**config.mk**
```make
export PLATFORM = sky130hd
export DESIGN_NAME = mod6_counter_sequencer
export DESIGN_NICKNAME = d
export VERILOG_FILES = /design/src/rtl/mod6_counter_sequencer.sv
export SDC_FILE = /design/constraint.sdc
export NUM_CORES = 1
export LEC_CHECK = 0
export ABC_CLOCK_PERIOD_IN_PS = 3350
export CAP_MARGIN = 20
export CORE_UTILIZATION = 54
export CTS_CLUSTER_DIAMETER = 30
export DETAILED_ROUTE_END_ITERATION = 6
export PLACE_DENSITY = 0.88
export SLEW_MARGIN = 20
export SYNTH_ARGS = -nofsm -noshare
export SYNTH_HDL_FRONTEND = slang
export SYNTH_SLANG_ARGS = --single-unit
```
**constraint.sdc**
```tcl
create_clock -name clk -period 3.35 [get_ports clk]
set_input_delay 0.67 -clock clk [delete_from_list [all_inputs] [get_ports clk]]
set_output_delay 0.67 -clock clk [all_outputs]
set_load 0.01 [all_outputs]
```
**src/rtl/mod6_counter_sequencer.sv**
```systemverilog
// -----------------------------------------------------------------------------
// mod6_counter_sequencer
//
// Command-driven controller for a mod-6 T-flip-flop up/down counter. It accepts
// LOAD/UP/DOWN/CLEAR commands over a valid/ready handshake and is the only
// driver of the counter's enable, reverse, set[4:1] and reset[4:1] pins. It
// tracks the count the counter should hold and compares it against the
// counter's Q once every command finishes.
//
// Ports
//   clk          in   1       system clock, rising edge
//   reset        in   1       synchronous active-high reset of this controller
//   cmd_valid    in   1       command present
//   cmd_ready    out  1       command can be accepted (IDLE only)
//   cmd_op       in   2       00 LOAD, 01 UP, 10 DOWN, 11 CLEAR
//   cmd_arg      in   STEP_W  LOAD: target value, UP/DOWN: step count
//   cnt_q        in   4       counter Q[4:1] (Q[4] is always 0)
//   cnt_enable   out  1       counter enable
//   cnt_reverse  out  1       counter direction, 1 = count down
//   cnt_set      out  4       counter per-bit set
//   cnt_reset    out  4       counter per-bit reset
//   busy         out  1       command in progress
//   done         out  1       one-cycle pulse: command finished and Q matched
//   err          out  1       one-cycle pulse: illegal command or Q mismatch
//   expected     out  3       tracked count value
//   wrap_cnt     out  8       (WRAP_COUNT_EN only) saturating count of wraps
//
// Build option: define WRAP_COUNT_EN to add the wrap_cnt output and its logic.
// -----------------------------------------------------------------------------
module mod6_counter_sequencer #(
    parameter int MODULUS = 6,
    parameter int STEP_W  = 4
) (
    input  logic              clk,
    input  logic              reset,
    input  logic              cmd_valid,
    output logic              cmd_ready,
    input  logic [1:0]        cmd_op,
    input  logic [STEP_W-1:0] cmd_arg,
    input  logic [3:0]        cnt_q,
    output logic              cnt_enable,
    output logic              cnt_reverse,
    output logic [3:0]        cnt_set,
    output logic [3:0]        cnt_reset,
    output logic              busy,
    output logic              done,
    output logic              err,
    output logic [2:0]        expected
`ifdef WRAP_COUNT_EN
    ,
    output logic [7:0]        wrap_cnt
`endif
);

    localparam logic [1:0] OP_LOAD  = 2'b00;
    localparam logic [1:0] OP_UP    = 2'b01;
    localparam logic [1:0] OP_DOWN  = 2'b10;
    localparam logic [1:0] OP_CLEAR = 2'b11;

    localparam logic [2:0]        MAX_VAL = 3'(MODULUS - 1);
    localparam logic [STEP_W-1:0] MOD_ARG = STEP_W'(MODULUS);

    // REJECT is the one-cycle slot in which an illegal command reports err.
    typedef enum logic [2:0] {
        ST_INIT   = 3'd0,
        ST_FORCE  = 3'd1,
        ST_STEP   = 3'd2,
        ST_CHECK  = 3'd3,
        ST_IDLE   = 3'd4,
        ST_REJECT = 3'd5
    } state_t;

    state_t            state_q,    state_d;
    logic [2:0]        tgt_q,      tgt_d;
    logic [STEP_W-1:0] rem_q,      rem_d;
    logic              down_q,     down_d;
    logic [2:0]        exp_q,      exp_d;
    logic              ready_q,    ready_d;
    logic              busy_q,     busy_d;
    logic              done_q,     done_d;
    logic              err_q,      err_d;
    logic              enable_q,   enable_d;
    logic              reverse_q,  reverse_d;
    logic [3:0]        set_q,      set_d;
    logic [3:0]        rst_q,      rst_d;
`ifdef WRAP_COUNT_EN
    logic [7:0]        wrap_q,     wrap_d;
`endif

    // Next count modulo MODULUS in the given direction.
    function automatic logic [2:0] step_val(input logic [2:0] v, input logic dn);
        logic [2:0] r;
        if (dn) begin
            r = (v == 3'd0) ? MAX_VAL : (v - 3'd1);
        end else begin
            r = (v == MAX_VAL) ? 3'd0 : (v + 3'd1);
        end
        return r;
    endfunction

    // True when stepping from v in the given direction crosses the modulus boundary.
    function automatic logic step_wraps(input logic [2:0] v, input logic dn);
        return dn ? (v == 3'd0) : (v == MAX_VAL);
    endfunction

    // Next-state and next-output computation for the whole controller.
    always_comb begin
        state_d   = state_q;
        tgt_d     = tgt_q;
        rem_d     = rem_q;
        down_d    = down_q;
        exp_d     = exp_q;
        ready_d   = ready_q;
        busy_d    = busy_q;
        done_d    = 1'b0;
        err_d     = 1'b0;
        enable_d  = 1'b0;
        reverse_d = 1'b0;
        set_d     = 4'b0000;
        rst_d     = 4'b0000;
`ifdef WRAP_COUNT_EN
        wrap_d    = wrap_q;
`endif
        case (state_q)
            // Power-up acts as an internal CLEAR: force the counter to 0.
            ST_INIT: begin
                state_d = ST_FORCE;
                tgt_d   = 3'd0;
                rst_d   = 4'b0111;
                ready_d = 1'b0;
                busy_d  = 1'b1;
            end
            // The set/reset pattern is on the pins during this cycle.
            ST_FORCE: begin
                state_d = ST_CHECK;
                exp_d   = tgt_q;
            end
            // One counter step per cycle; expected follows in lock-step.
            ST_STEP: begin
                exp_d = step_val(exp_q, down_q);
`ifdef WRAP_COUNT_EN
                if (step_wraps(exp_q, down_q) && (wrap_q != 8'hFF)) begin
                    wrap_d = wrap_q + 8'd1;
                end else begin
                    wrap_d = wrap_q;
                end
`endif
                if (rem_q == STEP_W'(1)) begin
                    state_d = ST_CHECK;
                end else begin
                    state_d   = ST_STEP;
                    rem_d     = rem_q - STEP_W'(1);
                    enable_d  = 1'b1;
                    reverse_d = down_q;
                end
            end
            // Counter pins idle; compare Q against the tracked value.
            ST_CHECK: begin
                state_d = ST_IDLE;
                ready_d = 1'b1;
                busy_d  = 1'b0;
                if (cnt_q == {1'b0, exp_q}) begin
                    done_d = 1'b1;
                end else begin
                    err_d = 1'b1;
                end
            end
            ST_REJECT: begin
                state_d = ST_IDLE;
                ready_d = 1'b1;
                busy_d  = 1'b0;
                err_d   = 1'b1;
            end
            ST_IDLE: begin
                if (cmd_valid && ready_q) begin
                    ready_d = 1'b0;
                    busy_d  = 1'b1;
                    case (cmd_op)
                        OP_LOAD: begin
                            if (cmd_arg >= MOD_ARG) begin
                                state_d = ST_REJECT;
                            end else begin
                                state_d = ST_FORCE;
                                tgt_d   = cmd_arg[2:0];
                                set_d   = {1'b0, cmd_arg[2:0]};
                                rst_d   = {1'b0, ~cmd_arg[2:0]};
                            end
                        end
                        OP_CLEAR: begin
                            state_d = ST_FORCE;
                            tgt_d   = 3'd0;
                            rst_d   = 4'b0111;
                        end
                        OP_UP, OP_DOWN: begin
                            if (cmd_arg == '0) begin
                                state_d = ST_REJECT;
                            end else begin
                                state_d   = ST_STEP;
                                rem_d     = cmd_arg;
                                down_d    = (cmd_op == OP_DOWN);
                                enable_d  = 1'b1;
                                reverse_d = (cmd_op == OP_DOWN);
                            end
                        end
                        default: begin
                            state_d = ST_REJECT;
                        end
                    endcase
                end else begin
                    state_d = ST_IDLE;
                end
            end
            default: begin
                state_d = ST_INIT;
                ready_d = 1'b0;
                busy_d  = 1'b0;
            end
        endcase
    end

    // Controller state and registered outputs; reset aborts any command.
    always_ff @(posedge clk) begin
        if (reset) begin
            state_q   <= ST_INIT;
            tgt_q     <= 3'd0;
            rem_q     <= '0;
            down_q    <= 1'b0;
            exp_q     <= 3'd0;
            ready_q   <= 1'b0;
            busy_q    <= 1'b0;
            done_q    <= 1'b0;
            err_q     <= 1'b0;
            enable_q  <= 1'b0;
            reverse_q <= 1'b0;
            set_q     <= 4'b0000;
            rst_q     <= 4'b0000;
`ifdef WRAP_COUNT_EN
            wrap_q    <= 8'd0;
`endif
        end else begin
            state_q   <= state_d;
            tgt_q     <= tgt_d;
            rem_q     <= rem_d;
            down_q    <= down_d;
            exp_q     <= exp_d;
            ready_q   <= ready_d;
            busy_q    <= busy_d;
            done_q    <= done_d;
            err_q     <= err_d;
            enable_q  <= enable_d;
            reverse_q <= reverse_d;
            set_q     <= set_d;
            rst_q     <= rst_d;
`ifdef WRAP_COUNT_EN
            wrap_q    <= wrap_d;
`endif
        end
    end

    assign cmd_ready   = ready_q;
    assign busy        = busy_q;
    assign done        = done_q;
    assign err         = err_q;
    assign expected    = exp_q;
    assign cnt_enable  = enable_q;
    assign cnt_reverse = reverse_q;
    assign cnt_set     = set_q;
    assign cnt_reset   = rst_q;
`ifdef WRAP_COUNT_EN
    assign wrap_cnt    = wrap_q;
`endif

endmodule

```
==> results by group <==
Worst setup path
  – Flop2flop setup slack: 1.23 ns
  – CP Buf/Inv Count: 1
  – Worst setup path category: input port to register
  – Critical path, cell by cell: clkdlybuf4s50_1 -> o41ai_1 -> o32a_2 -> o21ai_0 -> a21oi_1
  – Slowest-stage cell, CP: o41ai_1
  – Worst r2r dst: tgt_q[1]
  – Worst Path Required: 3.61 ns
  – Reg2Reg Launch Point: state_q[2]
  – Reg2reg path depth: 4
  – Critical-path maximum fanout: 7
  – CP startpoint kind: input port
  – Slowest stage delay, CP: 0.82 ns
  – CP Data Arrival Time: 2.54 ns
  – CP top delay family: compound AO/OA/AOI/OAI gates
  – Worst Setup End Kind: register

CTS
  – CTS Buf Count: 3
  – Max clock buf depth: 2
  – Cts repair resizes: 0
  – Hold_buf cts: 0
  – Post-CTS setup buffers: 0
  – CTS tree: built
  – H-tree Lvls: 1
  – Clock slew at the register clock pins of the worst setup and hold paths: 0.13 ns
  – Root Driver: clkbuf_4
  – CTS sink count: 26
  – Clock Latency Late Sink: 0.32 ns

Floorplanning
  – Initial core utilization: 57.8%
  – Num rows: 18
  – CORE AREA: 2520 um^2
  – Die ar.: 2910 um^2
  – Die X: 54.0 um
  – I/O pins: 30
  – Die Y: 54.0 um

Timing
  – Hold Fails Final Rpt: 0
  – Slew Limit Fails: 0
  – Max Freq: 438 MHz
  – Worst Tran Pin Value: 0.818 ns
  – Min cycle time layout: 2.28 ns
  – Final setup TNS: 0 ns
  – Worst slew margin: 44.8%
  – RSZ-0062 raised after global routing: false
  – Clk_skew: 0.00198 ns
  – Period utilisation layout: 68.1%
  – Final hold slack: 0.494 ns
  – Final setup viols: 0

Pwr
  – LEAKAGE: 0.631 nW
  – VDD IR max: 484 uV
  – Pwr Density: 575 nW/um^2
  – Power Total: 0.00100 W

GRT
  – Antenna violations before repair: 0
  – Total global routing overflow: 0
  – Largest net degree at the start of global routing: 17
  – Vias in the first global route: 1278
  – First-pass GRT wire length: 5.48 mm
  – Tot GR Track Use: 26.0%

Yosys
  – Syn Area/Cell: 8.20 um^2
  – Netlist Area Pre-Place: 1460 um^2
  – Ranking of synthesized cells by area: dfxtp_1 (36%), a21oi_1 (6.5%), ha_1 (5.1%)
  – Post-synth EDFFs: 0
  – #FFs+latches synth: 26
  – Synth area leader: dfxtp_1
  – Most common cell in the synthesized netlist: dfxtp_1
  – Top-area cell type share of the netlist area: 35.7%
  – Async SR Flop Fraction: 0%
  – Yosys Warn Count: 0
  – Most frequent cells after synthesis: dfxtp_1 (26), a21oi_1 (19), nand2_1 (18)
  – Synth Flop Type: dfxtp_1
  – Cell variety after synth: 46
  – Sequential share of the synthesized area: 35.7%
  – Post-Syn Instances: 178

Cells and area
  – Layout cells sized above 1: 7.04%
  – P&R area growth vs syn: 19.7%
  – Fin area: 1750 um^2
  – Final net count: 219
  – Ant diodes: 0
  – Layout fillers: 211

Drt
  – # DRC: 0
  – DRT antenna net count: 0
  – Initial drt markers: 46
  – Wire per inst: 14.2 um
  – First-pass DRT Iterations: 4
  – Vias post-DR: 1405
  – DR vias/cell: 6.14
  – Final WL: 3.25 mm

Min path
  – Hold Path Class: register to register
  – Hold Path Stages: 2
  – WHS Endpoint: busy
  – Hold Crit Start: busy

Placement
  – DP HPWL: 2.48 mm
  – Placer congestion estimate: 0.895
  – Area after DPL: 1710 um^2
  – Buffers on Ports: 27

Outcome
  – Outcome: finished clean

Flow run
  – Max Cap Viol: 0
-- metal layers --
layer / part of all wire [%] / up-vias / wire [um] / GRT usage [%]
li1: - / 674 / - / -
met1: 44 / 661 / 1440 / 32.5
met2: 48 / 63 / 1560 / 44.4
met3: 5.9 / 7 / 193 / 2.82
met4: 2.0 / 0 / 65 / 11.5
met5: 0 / - / 0 / 0
-- cell type report --
cell class	count	area, um^2	share of cell area, %
tap	30	37.5	2.15
sequential	26	520	29.8
clock buffer	4	36.3	2.08
inverter	10	37.5	2.15
timing repair buffer	28	278	15.9
multi-input combinational	131	837	47.9
-- placed cells by master, fill, tap and decap left out, types with 2 or more instances in the layout --
cell type	count
clkdlybuf4s50_1	27
dfxtp_1	26
a21oi_1	19
nand2_1	18
nor2_1	15
o21ai_0	11
inv_1	10
ha_1	6
nor3_1	5
nand3_1	4
nor3b_1	4
nor4_1	4
xor2_1	3
a22o_1	3
clkbuf_4	3
nor2b_1	2
o41ai_1	2
or3b_2	2
nand2b_1	2
o211ai_1	2
a31oi_1	2
mux2i_1	2
o21bai_1	2
conb_1	2
-- worst register-to-register path, stage by stage (launching register included) --
cell and delay, ns:
dfxtp_1 0.64, nor3b_2 0.50, nand2_1 0.20, nor4_1 0.51
a22o_1 0.23
-- stage by stage --
| step | utilization [%] | setup slack (ns) | std cells |
|---|---|---|---|
| finish | 69.2 | 1.07 | 229 |
| global route | 69.2 | 0.988 | 229 |
| CTS | 69.2 | 1.12 | 229 |
| detailed placement | 67.8 | 0.788 | 225 |
| global placement | 67.8 | 0.822 | 225 |
| floorplan | - | 1.48 | 179 |
-- state kept, by name (all words and copies together), names as in the netlist --
name,count
rem_q,4
cnt_reset,3
cnt_set,3
expected,3
state_q,3
tgt_q,3
busy,1
cmd_ready,1
cnt_enable,1
cnt_reverse,1
done,1
down_q,1
err,1
-- power breakdown --
group	leakage [nW]	internal, W	switching, W
Combinational	0.399	0.000198	0.000205
Clock	0.0210	0.0000665	0.0000904
Sequential	0.212	0.000361	0.0000841
Total	0.631	0.000625	0.000380
-- cell families (layout without fill, tap and decap cells) --
family	count (synthesis)	in the layout	synth area share, %
simple gates	63	63	22.2
compound gates	53	53	25.0
flops	26	26	35.7
buf+inv	22	42	7.20
fa+ha+maj	6	6	5.15
xor+xnor	4	4	2.40
mux	3	3	2.14
other cells	1	2	0.257
-- worst max path at each step --
stage | cells past startpoint | startpoint | to
detailed placement | 5 | cmd_arg[2] | rem_q[3]
global placement | 5 | cmd_arg[2] | rem_q[3]
global route | 5 | cmd_arg[2] | rem_q[3]
floorplan | 6 | cmd_op[0] | rem_q[2]
finish | 5 | cmd_arg[2] | rem_q[3]
CTS | 5 | cmd_arg[2] | rem_q[3]
(Power assumes the default switching activity.)
